## src/rtl/lsu_writeback.sv

```systemverilog
// ---------------------------------------------------------------------------
// lsu_writeback
//   Writeback stage directly downstream of the load/store unit. It registers
//   the MEM-stage metadata and lines it up with the LSU load data, which
//   returns one cycle after issue. It drives the register-file write port and
//   the WB forwarding bus, and it keeps a retired-instruction counter.
//
//   The LSU read path keeps updating while the pipeline is stalled. For that
//   reason, load data is captured into a hold buffer on the first stall cycle.
//   The write then repeats with identical data for the rest of the stall.
//
// Ports
//   i_clk, i_rst        clock (rising edge), asynchronous active-high reset
//   i_stall, i_flush    pipeline hold / kill of the instruction entering WB
//   i_mem_*             MEM-stage instruction metadata and ALU result
//   i_lsu_load_data     load data, valid in the cycle after the load is in MEM
//   o_wb_*              WB valid and register-file write port
//   o_fwd_*             forwarding bus (mirrors the write port)
//   o_retire_cnt        count of instructions retired from WB (wraps)
// ---------------------------------------------------------------------------
module lsu_writeback (
  input  logic        i_clk,
  input  logic        i_rst,
  input  logic        i_stall,
  input  logic        i_flush,
  input  logic        i_mem_valid,
  input  logic        i_mem_is_load,
  input  logic        i_mem_rd_wren,
  input  logic [4:0]  i_mem_rd_addr,
  input  logic [31:0] i_mem_alu_result,
  input  logic [31:0] i_lsu_load_data,
  output logic        o_wb_valid,
  output logic        o_wb_rd_wren,
  output logic [4:0]  o_wb_rd_addr,
  output logic [31:0] o_wb_rd_data,
  output logic        o_fwd_valid,
  output logic [4:0]  o_fwd_rd_addr,
  output logic [31:0] o_fwd_data,
  output logic [31:0] o_retire_cnt
);

  logic        valid_q,     valid_d;
  logic        is_load_q,   is_load_d;
  logic        rd_wren_q,   rd_wren_d;
  logic [4:0]  rd_q,        rd_d;
  logic [31:0] alu_q,       alu_d;
  logic        hold_vld_q,  hold_vld_d;
  logic [31:0] hold_data_q, hold_data_d;
  logic [31:0] retire_cnt_q, retire_cnt_d;

  logic [31:0] sel_data;

  // Next-state logic for the stage registers, the hold buffer and the counter.
  always_comb begin
    // NOTE: each signal gets a default here first, so every path assigns it
    // and no latch is inferred.
    valid_d      = valid_q;
    is_load_d    = is_load_q;
    rd_wren_d    = rd_wren_q;
    rd_d         = rd_q;
    alu_d        = alu_q;
    hold_vld_d   = hold_vld_q;
    hold_data_d  = hold_data_q;

    if (i_flush) begin
      // A flush only needs to kill valid. The other fields are don't-care.
      valid_d = 1'b0;
    end else if (!i_stall) begin
      valid_d   = i_mem_valid;
      is_load_d = i_mem_is_load;
      rd_wren_d = i_mem_rd_wren;
      rd_d      = i_mem_rd_addr;
      alu_d     = i_mem_alu_result;
    end

    // Catch the load data on the first stall cycle only, then freeze it.
    if (i_flush || !i_stall) begin
      hold_vld_d = 1'b0;
    end else if (valid_q && is_load_q && !hold_vld_q) begin
      hold_vld_d  = 1'b1;
      hold_data_d = i_lsu_load_data;
    end

    // An instruction retires when it leaves WB, which happens on the first
    // unstalled edge. A flush on that same edge does not stop it retiring.
    retire_cnt_d = retire_cnt_q + {31'd0, (valid_q & ~i_stall)};
  end

  // NOTE: sequential state uses non-blocking assignments only. All flops
  // read their _d value as it stood before the edge.
  always_ff @(posedge i_clk or posedge i_rst) begin
    if (i_rst) begin
      valid_q      <= 1'b0;
      is_load_q    <= 1'b0;
      rd_wren_q    <= 1'b0;
      rd_q         <= 5'd0;
      alu_q        <= 32'd0;
      hold_vld_q   <= 1'b0;
      hold_data_q  <= 32'd0;
      retire_cnt_q <= 32'd0;
    end else begin
      valid_q      <= valid_d;
      is_load_q    <= is_load_d;
      rd_wren_q    <= rd_wren_d;
      rd_q         <= rd_d;
      alu_q        <= alu_d;
      hold_vld_q   <= hold_vld_d;
      hold_data_q  <= hold_data_d;
      retire_cnt_q <= retire_cnt_d;
    end
  end

  // Write data select. Load data passes straight through until it has been
  // captured into the hold buffer.
  always_comb begin
    sel_data = alu_q;
    if (is_load_q) begin
      sel_data = hold_vld_q ? hold_data_q : i_lsu_load_data;
    end
  end

  assign o_wb_valid    = valid_q;
  assign o_wb_rd_wren  = valid_q & rd_wren_q & (rd_q != 5'd0);
  assign o_wb_rd_addr  = valid_q ? rd_q : 5'd0;
  assign o_wb_rd_data  = valid_q ? sel_data : 32'd0;
  assign o_fwd_valid   = o_wb_rd_wren;
  assign o_fwd_rd_addr = o_wb_rd_addr;
  assign o_fwd_data    = o_wb_rd_data;
  assign o_retire_cnt  = retire_cnt_q;

endmodule

```

## config.mk

```make
export PLATFORM = sky130hd
export DESIGN_NAME = lsu_writeback
export DESIGN_NICKNAME = d
export VERILOG_FILES = /design/src/rtl/lsu_writeback.sv
export SDC_FILE = /design/constraint.sdc
export NUM_CORES = 1
export LEC_CHECK = 0
export CORE_ASPECT_RATIO = 1.75
export CORE_MARGIN = 2
export CORE_UTILIZATION = 50
export CTS_BUF_LIST = sky130_fd_sc_hd__clkbuf_8
export CTS_CLUSTER_SIZE = 40
export DETAILED_ROUTE_END_ITERATION = 8
export PLACE_DENSITY = 0.88
export SLEW_MARGIN = 20
export SYNTH_ARGS = -nofsm -noshare
export SYNTH_HDL_FRONTEND = slang
export SYNTH_SLANG_ARGS = --single-unit
export TNS_END_PERCENT = 20
```

## constraint.sdc

```tcl
create_clock -name i_clk -period 9.78 [get_ports i_clk]
set_clock_uncertainty 0.05 [all_clocks]
set_input_delay 1.467 -clock i_clk [delete_from_list [all_inputs] [get_ports i_clk]]
set_output_delay 1.467 -clock i_clk [all_outputs]
set_load 0.05 [all_outputs]
```

Word level (Yosys, flattened, before mapping) --
Cells that the tools add are included.
Word-level totals: flip-flop bits (word level) 105, input bits 76, output and inout port bits 109, word-level logic and storage cells 33
Operators by class: add/subtract/negate cells 1, eq/ne operators 1, mux-type cells 8, bitwise operators 6, reduce and logical (&&, ||, !) cells 9
Operators by type and width (number):
- $mux 32 | 3
- $add 32x1->32 | 1
- $mux 5 | 1
- $reduce_bool 5->1 | 1
- $mux 1 | 4
- $reduce_and 2->1 | 2
- $and 1x1->1 | 3
- $not 1->1 | 3
- $logic_and 1x1->1 | 2
- $logic_not 1->1 | 2
- $ne 2x1->1 const B | 1
- $reduce_bool 2->1 | 1
- $logic_or 1x1->1 | 1

Longest topological paths before layout --
Gate-level depths: netlist of run 1.
word-level depth 4, depth in mapped cells 9, mapped depth without buffers 7

Least setup slack after synthesis of run 1 --
No wires, ideal clock.
path type input-to-output, from in i_lsu_load_data[31], to out o_wb_rd_data[31], data arrival time 2.284 ns, required time 8.263 ns, path slack 5.979 ns, stages 4, buffers on the path 1, cell sequence mux2i_1 > nand2_1 > o211a_1 > buf_4
Between the ends: longest elaborated chain between the ends 3
Ends and longest elaborated chain:
- from (decl) | RTL line 31 | input logic [31:0] i_lsu_load_data,
- $mux 32 | RTL line 118 | sel_data = hold_vld_q ? hold_data_q : i_lsu_load_data;
- $mux 32 | RTL line 117 | if (is_load_q) begin
- $mux 32 | RTL line 125 | assign o_wb_rd_data = valid_q ? sel_data : 32'd0;
- to (decl) | RTL line 35 | output logic [31:0] o_wb_rd_data,
No other way between the ends.

Worst setup path after layout of run 1 --
from in i_lsu_load_data[26], to out o_fwd_data[26]
Between the ends: longest elaborated chain between the ends 3
Ends and longest elaborated chain:
- $mux 32 | RTL line 118
- $mux 32 | RTL line 117
- $mux 32 | RTL line 125
- to (decl) | RTL line 38 | output logic [31:0] o_fwd_data,
No other way between the ends.

==> out/metrics.yaml, run 1 <==
outcome:
  status: "finished clean"
clock_tree:
  cts_setup_buffers: 0
  clock-root-buffer: "clkbuf_8"
  cts_hold_buf: 0
  clkSlewWorstSetupHoldPaths_ns: 0.10
  clock_path_buffers: 2
  htreeDepth: 3
  cts_tree: "built"
  cts_sinks: 105
  clk_latency_ns: 0.35
  numCtsBuffers: 9
  ctsResizeCount: 0
synthesis:
  ys_seq_area_share_pct: 49.1
  yosys_warnings: 0
  synth_top_area_share_pct: 49.1
  yosysTopAreaCell: "dfrtp_1"
  synthTopCellsByArea: "dfrtp_1 49%, mux2_2 15%, mux2i_1 6.2%, o211a_1 6.0%, buf_4 5.3%"
  netlist_area_sq_um: 5350
  syn_inst: 438
  ys_ff_latch: 105
  synthesis.area_per_instance_sq_um: 12.2
  synth.distinct_cells: 31
  synthesis.nets: 517
sta:
  tightest_slew_ns: 1.06
  fmax_ghz: 0.214
  final_hold_viol_count: 0
  fin_tns_setup_ns: 0
  worst_hold_slack_ns: 0.447
  finalSetupViolCount: 0
  fin_crit_sh_pct: 47.9
  slew_viol_final: 0
  rsz0062_at_grt: "no"
  min_period_ns: 4.68
  relSlewSlack_pct: 29.4
worst_setup_path:
  worstSetupPathType: "input port to primary output"
  worst-path-max-fanout: 2
  cp.arrival_ns: 3.16
  required_ns: 8.26
  critPathLaunchType: "input port"
  crit_path_end_kind: "primary output"
detailed_routing:
  wl_per_cell_um: 17.7
  drtIter0Drc: 143
  wirelength_mm: 12.6
  drc: 0
  viasPerCell: 5.41
  antenna_left: 0
  dr.pass1.iters: 5
  vias: 3850
min_path:
  hold_path_class: "register to register"
grt:
  grt_pass1_wl_mm: 19.7
  grt_max_degree: 68
  grt.total_usage_pct: 22.1
  first_global_vias: 4158
  use_met1_pct: 23.1
  grt-ovfl-total: 0
  top_usage_layer: "met2"
  grt.met2_usage_pct: 41.1
  antenna_found_initial: 0
  grtUsageMet3_pct: 4.61
cells_and_area:
  stdcell_area_sq_um: 7260
  nNetsFinal: 655
  nFillCells: 768
  stdcell_count: 711
  num_antenna_cells: 0
  syn_to_final_growth_pct: 35.9
  layout-drive-gt1-share_pct: 17.4
floorplan:
  pin_count: 185
  die_w_um: 82.2
  start_util_pct: 50.6
  design.core.area_sq_um: 10600
  rows: 50
  die_h_um: 141
  floorplan.die_area_sq_um: 11600
pwr:
  p_leak_uw: 0.00324
  p_per_area_nw_per_um2: 158
  vdd_ir_drop_max_mv: 0.109
placement:
  dpl_cell_area_sq_um: 7050
  dp_hpwl_mm: 9.12
  port_buffers: 184
  dp.cells: 695
  place_congestion: 0.776
flow_run:
  maxCapViolations: 0
[registers in the layout, indices dropped and copies added (netlist names)]
| register | cells |
|---|---|
| hold_vld_q | 1 |
| hold_data_q | 32 |
| o_retire_cnt | 32 |
| rd_q | 5 |
| alu_q | 32 |
| o_wb_valid | 1 |
| is_load_q | 1 |
| rd_wren_q | 1 |
[synth_stat cells, drive strengths merged]
| cell | number |
|---|---|
| xnor2 | 23 |
| and2 | 5 |
| and4 | 2 |
| mux2i | 33 |
| o211a | 32 |
| and3 | 3 |
| nor4 | 5 |
| mux2 | 71 |
| nand2 | 43 |
| clkbuf | 9 |
| nor2b | 1 |
| xor2 | 7 |
| nand3 | 15 |
| nor3 | 4 |
| ha | 3 |
| o311a | 1 |
| nand2b | 1 |
| buf | 53 |
| dfrtp | 105 |
| inv | 2 |
| nand4 | 10 |
| nor2 | 8 |
| or3 | 1 |
| a21oi | 1 |
[cells by family (layout without fill, tap and decap cells)]
logic type | after synthesis | count (layout) | synth area share (%)
flops | 105 | 105 | 49.1
mux | 104 | 104 | 21.1
simple gates | 98 | 98 | 10.5
buf+inv | 64 | 207 | 7.37
compound gates | 34 | 34 | 6.27
xor+xnor | 30 | 30 | 4.91
fa+ha+maj | 3 | 3 | 0.702
[power breakdown]
| group | total, uW | leakage [uW] | switching, uW | internal, uW |
|---|---|---|---|---|
| Clock | 280 | 0.000110 | 146 | 134 |
| Sequential | 565 | 0.00132 | 59.3 | 506 |
| Combinational | 301 | 0.00182 | 161 | 140 |
| Total | 1150 | 0.00324 | 366 | 780 |
[final cells by class]
type	count	area [sq um]	share of cell area [%]
clock inverters	5	61.3	0.844
flip-flops and latches	105	2630	36.2
repair buffers	189	1910	26.3
well taps	130	163	2.24
clock buffers	11	151	2.08
multi-input cells	269	2340	32.2
inverters	2	10.0	0.138
[worst paths after layout]
| path | slack, ns | start | depth (start not counted) | to |
|---|---|---|---|---|
| setup / recovery | 5.10 | i_lsu_load_data[26] | 5 | o_fwd_data[26] |
| hold / removal | 0.45 | o_retire_cnt[31]$_DFF_PP0_ | 1 | o_retire_cnt[31]$_DFF_PP0_ |
| setup reg to reg | 6.95 | o_wb_valid$_DFFE_PP0N_ | 7 | o_retire_cnt[18]$_DFF_PP0_ |
| hold reg to reg | 0.45 | o_retire_cnt[31]$_DFF_PP0_ | 1 | o_retire_cnt[31]$_DFF_PP0_ |
| max in group asynchronous | 6.97 | i_rst | 3 | is_load_q$_DFFE_PP0P_ |
| min in group asynchronous | 1.47 | i_rst | 2 | o_retire_cnt[0]$_DFF_PP0_ |
[cells in the final DEF (no fill, tap or decap)]
cell and count:
clkdlybuf4s50_1 184, dfrtp_1 103, mux2_2 69, nand2_1 43, mux2i_1 33, o211a_1 32
xnor2_1 23, nand3_1 14, clkbuf_8 11, nand4_1 8, nor2_1 7, xor2_1 7
and2_1 5, and3_1 3, nor4_4 3, nor3_1 3, ha_1 3, buf_4 3
nor4_1 2, and4_1 2, nand4_4 2, mux2_1 2, inv_6 2, nand2b_1 1
nor3_4 1, nor2_4 1, nand3_4 1, nor2b_1 1, inv_1 1, or3_1 1
o311a_1 1, inv_4 1, a21oi_1 1, clkinv_4 1, clkinv_2 1, bufinv_16 1
dfrtp_2 1, dfrtp_4 1, buf_16 1, buf_8 1
[metrics by stage]
| step | worst slack, ns | total power, uW | utilization, % |
|---|---|---|---|
| floorplan | 5.50 | 770 | - |
| global placement | 5.10 | 862 | 66.3 |
| detailed placement | 5.10 | 877 | 66.7 |
| CTS | 5.08 | 1160 | 68.7 |
| global route | 5.03 | 1200 | 68.7 |
| finish | 5.10 | 1150 | 68.7 |
[worst max-delay path: stages]
cell	delay (ns)
clkdlybuf4s50_1	0.47
mux2i_1	0.07
nand2_1	0.11
o211a_1	0.22
clkdlybuf4s50_1	0.82
[per-layer routing]
metal  vias to the layer above  wire [um]  share of wire, %
met3                        25        595               4.7
met1                      1936       4530                36
met2                       111       7090                56
met5                         -          0                 0
met4                         0        382               3.0
li1                       1778          -                 -
(Power assumes the default switching activity.)
==> inputs of run 2 (changes only) <==
--- a/config.mk
+++ b/config.mk
@@ -7,11 +7,11 @@
 export LEC_CHECK = 0
 export CORE_ASPECT_RATIO = 1.75
 export CORE_MARGIN = 2
-export CORE_UTILIZATION = 50
+export CORE_UTILIZATION = 43
 export CTS_BUF_LIST = sky130_fd_sc_hd__clkbuf_8
 export CTS_CLUSTER_SIZE = 40
 export DETAILED_ROUTE_END_ITERATION = 8
-export PLACE_DENSITY = 0.88
+export PLACE_DENSITY = 0.81
 export SLEW_MARGIN = 20
 export SYNTH_ARGS = -nofsm -noshare
 export SYNTH_HDL_FRONTEND = slang
==> constraint.sdc (replaced) <==
create_clock -name i_clk -period 4.2 [get_ports i_clk]
set_clock_uncertainty 0.05 [all_clocks]
set_input_delay 0.63 -clock i_clk [delete_from_list [all_inputs] [get_ports i_clk]]
set_output_delay 0.63 -clock i_clk [all_outputs]
set_load 0.05 [all_outputs]
==> run 2 against run 1 <==
Net effect:
- critical endpoint is now o_fwd_data[4]
- power rose by 130%
- highest routed layer unchanged
- largest power group unchanged
- sequential share of layout area shrank 0.18 points
- clock power up 110%
- utilization decreased by 8.3 points
- worst hold slack better by 0.0034 ns
- final cell count is 5.3% higher
- routed wire length rose by 2.5%
==> out/metrics.yaml, run 2 (synthesis gave the netlist of run 1 again) <==
detailed_routing:
  drtIter0Drc: 105  # -27%
  dr.pass1.iters: 4  # -1
  wl_per_cell_um: 17.3  # -2.7%
  viasPerCell: 5.04  # -7.0%
  wirelength_mm: 12.9  # +2.5%
  antenna_left: 0  # unchanged
  vias: 3773  # -2.0%
  drc: 0  # unchanged
sta:
  rsz0062_at_grt: "no"
  worst_hold_slack_ns: 0.451  # +0.00338 ns
  fin_tns_setup_ns: 0  # unchanged
  final_hold_viol_count: 0  # unchanged
  fin_crit_sh_pct: 81.5
  min_period_ns: 3.42
  slew_viol_final: 0  # unchanged
  tightest_slew_ns: 1.00  # -0.0559 ns
  fmax_ghz: 0.292
  relSlewSlack_pct: 33.1  # +3.7 points
  finalSetupViolCount: 0  # unchanged
pwr:
  switching_share_pct: 33.4  # +1.5 points
  vdd_ir_drop_max_mv: 0.202  # +86%
  p_int_uw: 1730  # +120%
  clockPowerShare_pct: 22.2  # -2.3 points
  p_switching_uw: 869  # +140%
  seqPwrFrac_pct: 49.8  # +0.5 points
  p_leak_uw: 0.00323  # -0.31%
  p_comb_share_pct: 27.9  # +1.6 points
  finalPower_uw: 2600  # +130%
  p_per_area_nw_per_um2: 356  # +130%
placement:
  port_buffers: 184  # unchanged
  dpl_cell_area_sq_um: 7110  # +0.91%
  dp_hpwl_mm: 9.58  # +5.0%
  place_congestion: 0.761  # -1.9%
grt:
  grt_max_degree: 60  # -12%
  grt_pass1_wl_mm: 20.3  # +3.4%
  grt.total_usage_pct: 19.8  # -2.4 points
  antenna_found_initial: 0  # unchanged
  first_global_vias: 4096  # -1.5%
  grt-ovfl-total: 0  # unchanged
clock_tree:
  cts_tree: "built"
  numCtsBuffers: 9  # unchanged
  htreeDepth: 3  # unchanged
  clock-root-buffer: "clkbuf_8"
  ctsResizeCount: 0  # unchanged
  clock_path_buffers: 2  # unchanged
  cts_hold_buf: 0  # unchanged
  clkSlewWorstSetupHoldPaths_ns: 0.10  # about the same
  cts_sinks: 105  # unchanged
  clk_latency_ns: 0.37  # +0.02 ns
  cts_setup_buffers: 0  # unchanged
cells_and_area:
  nNetsFinal: 657  # +0.31%
  multiInputGateArea_sq_um: 2340  # unchanged
  final_cell_mix: "184 x clkdlybuf4s50_1, 103 x dfrtp_1, 69 x mux2_2, 43 x nand2_1, 33 x mux2i_1"
  nFillCells: 1010  # +32%
  layout-drive-gt1-share_pct: 17.7  # +0.28 points
  stdcell_area_sq_um: 7290  # +0.40%
  final_util_pct: 60.4  # -8.3 points
  final_common_cell: "clkdlybuf4s50_1"
  regArea_sq_um: 2630  # about the same
  syn_to_final_growth_pct: 36.4
worst_setup_path:
  required_ns: 3.52  # -4.74 ns
  crit_path_top_delay_cell: "dfrtp_2"
  crit-reg2reg-launch: "o_wb_valid$_DFFE_PP0N_"
  r2r-end: "o_retire_cnt[28]$_DFF_PP0_"
  critPathBufInv: 1  # -1
  reg2reg_slack_ns: 1.74  # -5.21 ns
  crit_chain: "mux2i_1, nand2_1, o211a_1, clkdlybuf4s50_1"
  worst-path-max-fanout: 34  # +32
  critPathTopFamily: "flip-flops"
  crit_path_end_kind: "primary output"
  reg2regPathDepth: 7  # unchanged
  cp.arrival_ns: 2.74  # -0.42 ns
  cpPeakStageDelay_ns: 1.04  # +0.22 ns
  critPathLaunchType: "register"
  worstSetupPathType: "register to primary output"
min_path:
  hold_path_class: "register to register"
  whs_path_depth: 1  # unchanged
  min_to: "o_retire_cnt[31]$_DFF_PP0_"
  min-delay-start: "o_retire_cnt[31]$_DFF_PP0_"
floorplan:
  start_util_pct: 44.3  # -6.3 points
  die_w_um: 88.3  # +7.5%
  pin_count: 185  # unchanged
  rows: 53  # +6.0%
  design.core.area_sq_um: 12100  # +14%
  floorplan.die_area_sq_um: 13400  # +16%
  die_h_um: 152  # +7.6%
flow_run:
  maxCapViolations: 0  # unchanged
outcome:
  status: "finished clean"
run 2: cell types whose count changed in the layout (fill, tap and decap cells not counted):
cell	change
buf_8	-1
clkinv_2	+1
inv_8	+1
clkbuf_8	-2
dfrtp_2	+1
clkinvlp_4	+2
buf_4	+2
dfrtp_4	-1
diode_2	+1
bufinv_16	-1
clkinv_4	-1
buf_12	+1
run 2: power by group through the flow:
stage	Clock, uW	Combinational (uW)	Sequential (uW)
4_1_cts	601	735	1300
6_report	577	726	1290
2_1_floorplan	0	457	1340
3_5_place_dp	0	733	1320
3_3_place_gp	0	714	1300
5_1_grt	633	775	1320
run 2: metrics by stage:
step	setup WS, ns	cells
final	0.776	749
after global placement	1.19	731
after floorplan	0.759	438
after detailed placement	1.08	732
after global routing	0.570	748
after CTS	0.716	748
run 2: how the worst max path moves through the flow:
stage	endpoint	cells after the start	startpoint	slack, ns
after global routing	o_fwd_data[4]	4	hold_vld_q$_DFFE_PP0P_	0.57
after floorplan	alu_q[0]$_DFFE_PP0P_	1	i_rst	0.76
after detailed placement	o_retire_cnt[28]$_DFF_PP0_	8	i_stall	1.08
final	o_fwd_data[4]	4	hold_vld_q$_DFFE_PP0P_	0.78
after global placement	o_fwd_data[25]	4	hold_vld_q$_DFFE_PP0P_	1.19
after CTS	o_fwd_data[4]	4	hold_vld_q$_DFFE_PP0P_	0.72
run 2: cell type report:
class                   instances  share of cell area, %
inverters                       2                  0.137
diodes                          1                 0.0343
clock inverters                 7                  0.738
multi-input cells             269                   32.1
clock buffers                   9                   1.70
well taps                     165                   2.83
flip-flops and latches        105                   36.1
repair buffers                191                   26.4
run 2: per-layer routing:
metal | track usage [%] | wire (um) | vias up
li1 | - | - | 1784
met1 | 22.0 | 4880 | 1870
met2 | 36.4 | 7200 | 100
met3 | 4.23 | 581 | 19
met4 | 7.05 | 254 | 0
met5 | 0 | 0 | -
run 2: worst reg2reg max path, cell delays in order, from the launching register on:
cell and delay (ns):
dfrtp_1 0.51, nor2b_1 0.27, ha_1 0.23, ha_1 0.24, nand3_1 0.20, nor4_4 0.50, nand3_1 0.18, xnor2_1 0.17
==> edit (settings of run 2) <==
`hold_data_q` no longer has a reset.
--- a/src/rtl/lsu_writeback.sv
+++ b/src/rtl/lsu_writeback.sv
@@ -96,7 +96,6 @@
       rd_q         <= 5'd0;
       alu_q        <= 32'd0;
       hold_vld_q   <= 1'b0;
-      hold_data_q  <= 32'd0;
       retire_cnt_q <= 32'd0;
     end else begin
       valid_q      <= valid_d;
@@ -105,9 +104,12 @@
       rd_q         <= rd_d;
       alu_q        <= alu_d;
       hold_vld_q   <= hold_vld_d;
-      hold_data_q  <= hold_data_d;
       retire_cnt_q <= retire_cnt_d;
     end
+  end
+
+  always_ff @(posedge i_clk) begin
+    hold_data_q <= hold_data_d;
   end
 
   // Write data select. Load data passes straight through until it has been
Formal check against the unedited RTL: no difference found for any inputs over 10 cycles, from zero or initial values and one cycle with i_rst high; that may be too few to reach the edited logic, so the function may still have changed.
==> edit against run 2 <==
- non-clock buffer count did not move
- synthesized area shrank 4.3%
- power is 4.6% lower
- largest cell class unchanged
- hold slack got worse by 0.021 ns
- sequential cell count is the same
- count of clock-buffer cells in the layout up 2
- worst setup slack worse by 0.021 ns
- final cell count is 8.1% lower
- wire length down 3.7%
- cell area shrank 3.4%
==> edit: results <==
[synthesis]
synth-edff-count = 32
yosys_warnings = 0
synthTopCellsByArea = dfrtp_1 (36%), edfxtp_1 (19%), mux2_2 (7.3%), mux2i_1 (6.5%), o211a_1 (6.3%)
seq_area_frac_synth_pct = 54.5
synth_cell_types = 33
syn_nets = 483
synth_top_flop_cell = dfrtp_1
ys_top_cells_by_count = dfrtp_1 (73), nand2_1 (44), buf_4 (38)
ys_async_sr_fraction_pct = 69.5

[route]
vias = 3628
drt_iter0_drc = 78
drt_wl_total_um = 12400
drtPass1Iterations = 6
drtAntennaViolNets = 0

[worst_hold_path]
hold_class = reg -> reg
whs_endpoint = o_retire_cnt[31]$_DFF_PP0_
worstHoldPathCells = 1
hold_start = o_retire_cnt[31]$_DFF_PP0_

[critical_path]
crit_fanout = 26
reg2reg_from = o_wb_valid$_DFFE_PP0N_
cp.arrival_ns = 2.77
start_kind = flip-flop
reg2reg_setup_slack_ns = 1.31
worst_r2r_endpoint = o_retire_cnt[24]$_DFF_PP0_
reg2reg_depth = 7

[place]
portBuffers = 184
routabilityCongestion = 0.811
place_hpwl_um = 9150
dpl_worst_slack_ns = 1.14

[cts]
htree_levels = 3
clk_path_buf_depth = 2
cts_resized = 0
numCtsBuffers = 9
cts-root-buf = clkbuf_8
clkLatencyLatePin_ns = 0.36
post_cts_buffers = 0
clkTransAtPathRegs_ns = 0.10

[grt]
gr-total-overflow = 0
grt_usage_pct = 19.9
grt_first_pass_wirelength_um = 19800
grt_pass1_vias = 3884
antenna_found_initial = 0
grt_max_degree = 46

[finish]
diodes = 0
drive_gt1_share_pct = 12.5
final_nets = 627

[timing]
period_needed_ns = 3.45
relSlewSlack_pct = 34.1

[pwr]
p_leak_nw = 3.01
ir_drop_uv = 259

[run_status]
status = completed
-- edit: final cells by class --
cell class,count,area (um^2)
clock buffers,11,151
clock inverters,5,60.1
inverters,4,15.0
repair buffers,191,1890
flip-flops and latches,105,2790
multi-input cells,237,1960
fillers,954,4540
well taps,135,169
-- edit: worst max-delay path, stage by stage (launching register included) --
cell	delay, ns
dfrtp_1	0.95
buf_4	0.38
o211a_1	0.23
clkdlybuf4s50_1	0.83
-- edit: worst max-delay path by stage --
stage | end
after CTS | o_fwd_data[31]
after floorplan | hold_data_q[0]$_DFFE_PP_
after global routing | o_wb_rd_data[20]
final | o_wb_rd_data[29]
after detailed placement | o_fwd_data[31]
after global placement | o_fwd_data[22]
-- edit: cell families after synthesis --
family,count (synthesis),share of synthesized area (%)
buffers and inverters,62,7.46
adder cells (fa/ha/maj),3,0.733
multiplexers,72,15.0
AND/OR/NAND/NOR,98,10.6
XOR/XNOR,30,5.13
AO/OA/AOI/OAI,34,6.55
flip-flops,105,54.5
-- edit: power by group --
group          internal [mW]  switching (mW)
combinational          0.250           0.352
sequential              1.13          0.0840
clock                  0.312           0.350
total                   1.69           0.786
-- edit: stage by stage --
stage | hold slack [ns] | area, um^2 | std cells
detailed placement | 0.425 | 6830 | 672
global route | 0.459 | 7040 | 688
finish | 0.430 | 7040 | 688
floorplan | 0.409 | 5120 | 404
CTS | 0.442 | 7040 | 688
global placement | 0.412 | 6830 | 672
-- edit: layer usage --
layer / vias to the layer above / routed length (um) / track usage (%)
met5: - / 0 / 0
met4: 0 / 291 / 6.72
met3: 22 / 734 / 5.60
met2: 126 / 6750 / 35.9
met1: 1795 / 4660 / 21.9
li1: 1685 / - / -
